<file path="src/rtl/io_opcode_sequencer.sv">
// Burst sequencer that turns opcode+length commands into the registered io_opcode stream for io_decode.
// Optional performance counter of non-NOP beats is enabled with `define IO_SEQ_PERF_CNT_EN.

package periphery_pkg;
  localparam int IO_OPCODE_L = 3;
  typedef logic [IO_OPCODE_L-1:0] io_opcode_t;

  localparam io_opcode_t IO_OPCODE_NOP             = 3'd0;
  localparam io_opcode_t IO_OPCODE_RD_EN           = 3'd1;
  localparam io_opcode_t IO_OPCODE_WR_EN           = 3'd2;
  localparam io_opcode_t IO_OPCODE_CONFIG_SHIFT_EN = 3'd3;
  localparam io_opcode_t IO_OPCODE_MONITOR         = 3'd4;
  localparam io_opcode_t IO_OPCODE_REG_SHIFT_EN    = 3'd5;

  function automatic logic io_opcode_legal(input io_opcode_t op);
    return (op <= IO_OPCODE_REG_SHIFT_EN);
  endfunction
endpackage

module io_opcode_sequencer #(
  parameter int LEN_W = 16,
  parameter int CNT_W = 32
) (
  input  logic                                clk,
  input  logic                                rst,
  input  logic                                cmd_valid,
  output logic                                cmd_ready,
  input  logic [periphery_pkg::IO_OPCODE_L-1:0] cmd_type,
  input  logic [LEN_W-1:0]                    cmd_len,
  input  logic                                io_stall,
  output logic [periphery_pkg::IO_OPCODE_L-1:0] io_opcode,
  output logic                                busy,
  output logic                                done,
  output logic                                cmd_err,
  output logic [CNT_W-1:0]                    perf_cnt
);
  import periphery_pkg::*;

  localparam logic [0:0] S_IDLE = 1'b0;
  localparam logic [0:0] S_RUN  = 1'b1;

  logic [0:0]       state;
  logic [LEN_W-1:0] rem;
  io_opcode_t       type_q;
  logic             accept;
  logic             cmd_legal;

  assign cmd_ready = (state == S_IDLE);
  assign busy      = (state == S_RUN);
  assign accept    = cmd_valid & cmd_ready;
  assign cmd_legal = io_opcode_legal(cmd_type);

  // NOTE: all state updates use non-blocking assignments so every register samples pre-edge values.
  always_ff @(posedge clk or negedge rst) begin
    if (!rst) begin
      state     <= S_IDLE;
      rem       <= '0;
      type_q    <= IO_OPCODE_NOP;
      io_opcode <= IO_OPCODE_NOP;
      done      <= 1'b0;
      cmd_err   <= 1'b0;
    end else begin
      done    <= 1'b0;
      cmd_err <= 1'b0;
      case (state)
        S_IDLE: begin
          io_opcode <= IO_OPCODE_NOP;
          if (accept) begin
            if (cmd_legal && (cmd_len != '0)) begin
              io_opcode <= cmd_type;
              type_q    <= cmd_type;
              rem       <= cmd_len - LEN_W'(1);
              state     <= S_RUN;
            end else begin
              // Zero-length and illegal commands complete immediately without emitting anything.
              done    <= 1'b1;
              cmd_err <= ~cmd_legal;
            end
          end
        end
        default: begin
          if (rem == '0) begin
            io_opcode <= IO_OPCODE_NOP;
            done      <= 1'b1;
            state     <= S_IDLE;
          end else if (io_stall) begin
            io_opcode <= IO_OPCODE_NOP;
          end else begin
            io_opcode <= type_q;
            rem       <= rem - LEN_W'(1);
          end
        end
      endcase
    end
  end

`ifdef IO_SEQ_PERF_CNT_EN
  logic             load_non_nop;
  logic [CNT_W-1:0] perf_q;

  // NOTE: every combinational output gets a default first so no latch is inferred.
  always_comb begin
    load_non_nop = 1'b0;
    if (state == S_IDLE)
      load_non_nop = accept && cmd_legal && (cmd_len != '0) && (cmd_type != IO_OPCODE_NOP);
    else
      load_non_nop = (rem != '0) && !io_stall && (type_q != IO_OPCODE_NOP);
  end

  always_ff @(posedge clk or negedge rst) begin
    if (!rst)
      perf_q <= '0;
    else if (load_non_nop && (perf_q != '1))
      perf_q <= perf_q + CNT_W'(1);
  end

  assign perf_cnt = perf_q;
`else
  assign perf_cnt = '0;
`endif

endmodule

</file>
<file path="config.mk">
export PLATFORM = sky130hd
export DESIGN_NAME = io_opcode_sequencer
export DESIGN_NICKNAME = d
export VERILOG_FILES = /design/src/rtl/io_opcode_sequencer.sv
export SDC_FILE = /design/constraint.sdc
export NUM_CORES = 1
export LEC_CHECK = 0
export ABC_AREA = 1
export CAP_MARGIN = 40
export CORE_ASPECT_RATIO = 1.75
export CORE_MARGIN = 1.5
export CORE_UTILIZATION = 30
export DETAILED_ROUTE_END_ITERATION = 16
export PLACE_DENSITY = 0.66
export SLEW_MARGIN = 20
export SYNTH_ARGS = -nofsm -noshare
export SYNTH_HDL_FRONTEND = slang
export SYNTH_SLANG_ARGS = --single-unit
export TNS_END_PERCENT = 20
</file>
<file path="constraint.sdc">
create_clock -name clk -period 2 [get_ports clk]
set_clock_uncertainty 0.05 [all_clocks]
set_input_delay 0.4 -clock clk [delete_from_list [all_inputs] [get_ports clk]]
set_output_delay 0.4 -clock clk [all_outputs]
set_load 0.1 [all_outputs]
</file>
==> results of run 1 <==
## critical path, cell delays in order (launching register included)
cell and delay, ns:
dfrtp_4 0.55, inv_2 0.16, buf_4 0.21, buf_12 0.19
## path summary, 6_finish.rpt
| kind | from | to | cells past startpoint |
|---|---|---|---|
| worst max register to register | busy$_DFF_PN0_ | rem[10]$_DFFE_PN0P_ | 10 |
| max in group asynchronous | rst | busy$_DFF_PN0_ | 2 |
| worst min register to register | rem[9]$_DFFE_PN0P_ | rem[9]$_DFFE_PN0P_ | 2 |
| worst min-delay path | rst | rem[15]$_DFFE_PN0P_ | 2 |
| worst max-delay path | busy$_DFF_PN0_ | cmd_ready | 3 |
| min in group clk | rem[9]$_DFFE_PN0P_ | rem[9]$_DFFE_PN0P_ | 2 |
## power groups by stage
stage,Clock (uW),Sequential (uW),Combinational (uW)
floorplan,0,1090,1740
global placement,0,875,2550
detailed placement,0,875,2570
CTS,324,870,2580
global route,347,881,2870
finish,315,856,2610
## flip-flops by register name, indices dropped and copies added (netlist names)
name / count
done: 1
cmd_err: 1
type_q: 3
busy: 1
io_opcode: 3
rem: 16
## area by class of cell
cell class	instances	share of cell area [%]
Clock buffer	3	1.78
Tap cell	80	4.32
Clock inverter	1	0.324
Inverter	24	3.88
Multi-Input combinational cell	241	44.9
Sequential cell	25	27.1
Timing Repair Buffer	44	17.7
## through the flow
step | hold slack, ns | cells
floorplan | 0.0544 | 327
global placement | 0.432 | 411
detailed placement | 0.443 | 411
CTS | 0.454 | 415
global route | 0.464 | 418
finish | 0.443 | 418
## synth_stat cells
cell and instances:
a21oi_1 2, and2_1 1, buf_2 2, buf_4 34, buf_6 1, conb_1 1, dfrtp_1 25, ha_1 1
inv_1 22, inv_2 2, nand2_1 121, nand2_2 3, nand3_1 14, nand3_2 1, nand3_4 1, nand4_1 2
nor2_1 35, nor2_2 4, nor2_4 2, o21ai_0 15, o21ai_1 1, o21ai_2 2, or2_2 1, xnor2_1 1
xor2_1 2
## what timing repair did
action | CTS | global route
buffers inserted | 0 | 3
hold buffers | 0 | 0
hold endpoints to repair | 0 | 0
endpoints found under the setup margin | 0 | 3
## cells by family (layout without fill, tap and decap cells)
family / after synthesis / after routing / share of synthesized area [%]
and+or+nand+nor: 185 / 185 / 40.4
buffers and inverters: 61 / 72 / 19.1
DFF: 25 / 25 / 32.6
AOI/OAI and AO/OA: 20 / 20 / 5.61
xor gates and xnor gates: 3 / 3 / 1.37
adders and majority gates: 1 / 1 / 0.653
other: 1 / 32 / 0.196
## layer usage
layer	share of wire, %	vias up	GRT usage [%]
li1	-	921	-
met1	38	817	14.1
met2	54	82	25.3
met3	6.4	8	1.75
met4	2.1	0	5.12
met5	0	-	0
==> run metrics, run 1 <==
Tcrit/Tclk final ~90%; Setup WS post-layout around 0.16 ns; most frequent cells in the layout 121 x nand2_1, 35 x nor2_1, 32 x conb_1; Sw Ratio a little under three fifths; Die Span Y around 110 um; Post-Syn Instances around 300; Worst-Skew Late Latency between 0.2 and 0.3 ns; I/O Pins 62; fin nets about 360; Yosys reg bits 25; Startpoint Class register; Fin. Hold Viols 0; vias per cell about 4.4; RSZ-0062 raised after global routing no; Starting Density 31.0%; Leak between 0.001 and 0.0015 uW; initial DRC count 74; Seq pwr share approximately 23%; Pwr Density about 1600 nW/um2; clock-pin transition on the worst setup and hold timing paths around 0.10 ns; CP Capture Type output port; register area about 630 um2; n_diodes 0; Root Driver clkbuf_8; Finished Core Util a little under two fifths; pin count of the biggest net entering global routing 26; Critical Setup Path Class reg2out; total wire length between 4000 and 5000 um; 1st-pass router iterations 4; register area share after synthesis between 30% and 40%; final setup TNS 0 ns; Sink Count 25; FF-to-FF setup slack 0.19 ns; CTS tree yes; Routed WL per cell approximately 11 um; global-route wire length before repair roughly 7100 um; GR Overflow Total 0; area delta synth->final 21.0%; number of buffers added on ports 29; max-slew violations 0; synth top area cells dfrtp_1 33%, nand2_1 24%, buf_4 13%; Final ANT Viol Nets 0; Longest Clk Path Bufs 2; crit-path max FO 11; post-CTS sizing 0; Max VDD drop between 0.4 and 0.5 mV; max cap viols 0; commonest non-fill, non-tap cell in the layout nand2_1; Post-DP Area between 2000 and 2500 um2; Fill cells approximately 660; internal power 1690 uW; Num CTS Buffers 3; top cell type's share of synthesized area between 30% and 40%; GR Util All Layers between 10% and 20%; final critical-path required period 1.84 ns; Syn Area/Cell 6.48 um2; Comb pwr share between 60 and 70%; net switching power about 2100 uW; Clk network pwr share approximately 8.3%; area taken by multi-input logic gates about 1000 um2; share of cells above drive strength 1 approximately an eighth; Core Area 6180 um2; Power, Total between 3000 and 4000 uW; worst endpoint required time around 1.6 ns; unique cell type count in the Yosys netlist 25; Die Span X 63.4 um; Worst Hold Class in2async; GP Congestion roughly 0.86; post-place setup slack between 0.003 and 0.004 ns; Fmax ~0.54 GHz; antenna violations before repair 0; number of global-route vias before repair around 1600; mapped cell area about 1900 um2; post-route design area 2320 um2; drt drc 0; status completed; H-Tree Depth 1; die area between 6000 and 7000 um2; dpl hpwl between 3000 and 4000 um; leading area contributor after synthesis dfrtp_1; Synthesis Warnings 0; final setup vio count 0; # rows 38; WP data arrival 1.39 ns; via count 1828
No activity file was read; power rests on OpenSTA's default activity.
==> run 2: changes to the inputs <==
--- a/config.mk
+++ b/config.mk
@@ -12,6 +12,7 @@
 export CORE_UTILIZATION = 30
 export DETAILED_ROUTE_END_ITERATION = 16
 export PLACE_DENSITY = 0.66
+export SETUP_SLACK_MARGIN = 0.05
 export SLEW_MARGIN = 20
 export SYNTH_ARGS = -nofsm -noshare
 export SYNTH_HDL_FRONTEND = slang
==> run 2 against run 1 <==
Against the previous run:
- global-route usage increased by 0.89 points
- cell count decreased by 0.48%
- largest power group unchanged
- non-clock buffer count decreased by 2
- clock power increased by 3%
- critical endpoint is now rem[10]$_DFFE_PN0P_
==> run metrics, run 2 (synthesized netlist as in run 1, its figures left out) <==
Power, Total about 3800 uW; final critical-path required period between 1.5 and 2 ns; final setup vio count 0; Die Span Y ~110 um; number of buffers added on ports 29; die area between 6000 and 7000 um2; worst endpoint required time 2.13 ns; clock-pin transition on the worst setup and hold timing paths 0.10 ns; vias per cell approximately 4.4; dpl hpwl around 3800 um; Worst Hold Class in2async; GP Congestion 0.912; Critical Setup Path Class reg2reg; Num CTS Buffers 3; I/O Pins between 60 and 70; Starting Density a little under a third; GR Overflow Total 0; most flop-heavy register rem; number of flip-flops in the largest register 16; # rows 38; RSZ-0062 raised after global routing no; H-Tree Depth 1; Final ANT Viol Nets 0; Setup WS post-layout about 0.20 ns; Tcrit/Tclk final between 90% and 100%; Fin. Hold Viols 0; CTS tree yes; antenna violations before repair 0; Root Driver clkbuf_8; Finished Core Util between 30% and 40%; Die Span X around 63 um; Critical Path Max Stage Delay 0.54 ns; Sink Count 25; commonest non-fill, non-tap cell in the layout nand2_1; Leak 0.00122 uW; Fill cells 693; post-route design area between 2000 and 2500 um2; fin nets approximately 360; share of cells above drive strength 1 between 10% and 20%; post-place setup slack -0.0406 ns; Longest Clk Path Bufs 2; initial DRC count about 120; Startpoint Class register; Post-DP Area 2250 um2; max-slew violations 0; drt drc 0; global-route wire length before repair 7460 um; FF-to-FF setup slack 0.20 ns; Fmax approximately 0.55 GHz; GR Util All Layers 14.0%; RR Startpoint busy$_DFF_PN0_; pin count of the biggest net entering global routing 26; total wire length ~4700 um; n_diodes 0; Top cell by count, worst path nand2_1; area delta synth->final 20.9%; crit-path max FO 9; Max stage delay cell, worst path dfrtp_4; CP Capture Type register; 1st-pass router iterations 4; hold_buf cts 0; largest registers rem: 16 flops, io_opcode: 3 flops, type_q: 3 flops; status completed; RR Endpoint rem[10]$_DFFE_PN0P_; R2R cell count 11; crit path cell chain inv_4 > nand2_1 > nand2_1 > ha_2 > nand3_2 > nor2_4 > nand2_1 > nand2_1 > nand2_1 > nand2_1 > nand2_1; final setup TNS 0 ns; most frequent cells in the layout 121 x nand2_1, 35 x nor2_1, 32 x conb_1; max cap viols 0; Pwr Density around 1600 nW/um2; Worst-Skew Late Latency between 0.2 and 0.3 ns; WP data arrival 1.93 ns; Max VDD drop 0.394 mV; Routed WL per cell 11.3 um; Core Area 6180 um2; via count between 1500 and 2000; number of global-route vias before repair approximately 1700
run 2: cell types whose count changed in the layout (fill, tap and decap cells not counted):
cell,before,now
buf_4,20,18
ha_1,1,0
ha_2,0,1
inv_2,2,1
inv_4,0,1
o21ai_2,2,1
o21ai_4,0,1
run 2: worst max-delay path by stage:
| stage | depth (start not counted) | endpoint | startpoint |
|---|---|---|---|
| floorplan | 10 | rem[10]$_DFFE_PN0P_ | busy$_DFF_PN0_ |
| global placement | 12 | rem[10]$_DFFE_PN0P_ | cmd_len[1] |
| detailed placement | 12 | rem[10]$_DFFE_PN0P_ | cmd_len[1] |
| CTS | 11 | rem[10]$_DFFE_PN0P_ | busy$_DFF_PN0_ |
| global route | 11 | rem[10]$_DFFE_PN0P_ | busy$_DFF_PN0_ |
| finish | 11 | rem[10]$_DFFE_PN0P_ | busy$_DFF_PN0_ |
run 2: final cells by class:
cell class                      count  area, um2  area share [%]
Clock buffer                        3       41.3            1.78
Clock inverter                      1       7.51           0.324
Inverter                           24       92.6            4.00
Multi-Input combinational cell    241       1050            45.4
Sequential cell                    25        629            27.2
Tap cell                           80        100            4.32
Timing Repair Buffer               42        395            17.1
run 2: timing repair:
action / CTS / global route
setup buffers: 0 / 2
setup endpoints to repair: 0 / 6
resized for setup: 0 / 1
run 2: through the flow:
stage | hold WS (ns) | std cells
after floorplan | 0.0544 | 327
after global placement | 0.431 | 410
after detailed placement | 0.439 | 410
after CTS | 0.450 | 414
after global routing | 0.476 | 416
final | 0.436 | 416
run 2: where the power goes:
group	leakage (uW)	internal (uW)	switching (uW)
Clock	0.0000217	142	183
Combinational	0.000880	816	1830
Sequential	0.000317	716	137
run 2: critical path, delay by kind of cell (launching register included):
kind          cells  cell delay [ns]
simple gates      9             0.79
flops             1             0.54
buf+inv           1             0.12
fa+ha+maj         1             0.21
run 2: routing by layer:
| layer | routed length [um] | up-vias | global-route usage (%) |
|---|---|---|---|
| met5 | 0 | - | 0 |
| met4 | 219 | 0 | 8.39 |
| met1 | 1770 | 820 | 13.5 |
| met2 | 2480 | 64 | 27.0 |
| met3 | 239 | 17 | 2.58 |
| li1 | - | 925 | - |
==> run 3: changes to the inputs <==
--- a/config.mk
+++ b/config.mk
@@ -6,10 +6,12 @@
 export NUM_CORES = 1
 export LEC_CHECK = 0
 export ABC_AREA = 1
+export ABC_CLOCK_PERIOD_IN_PS = 2000
 export CAP_MARGIN = 40
 export CORE_ASPECT_RATIO = 1.75
 export CORE_MARGIN = 1.5
 export CORE_UTILIZATION = 30
+export CTS_CLUSTER_DIAMETER = 200
 export DETAILED_ROUTE_END_ITERATION = 16
 export PLACE_DENSITY = 0.66
 export SETUP_SLACK_MARGIN = 0.05
==> results of run 3 <==
No change in the layout: final DEF, timing and power equal those of run 2.
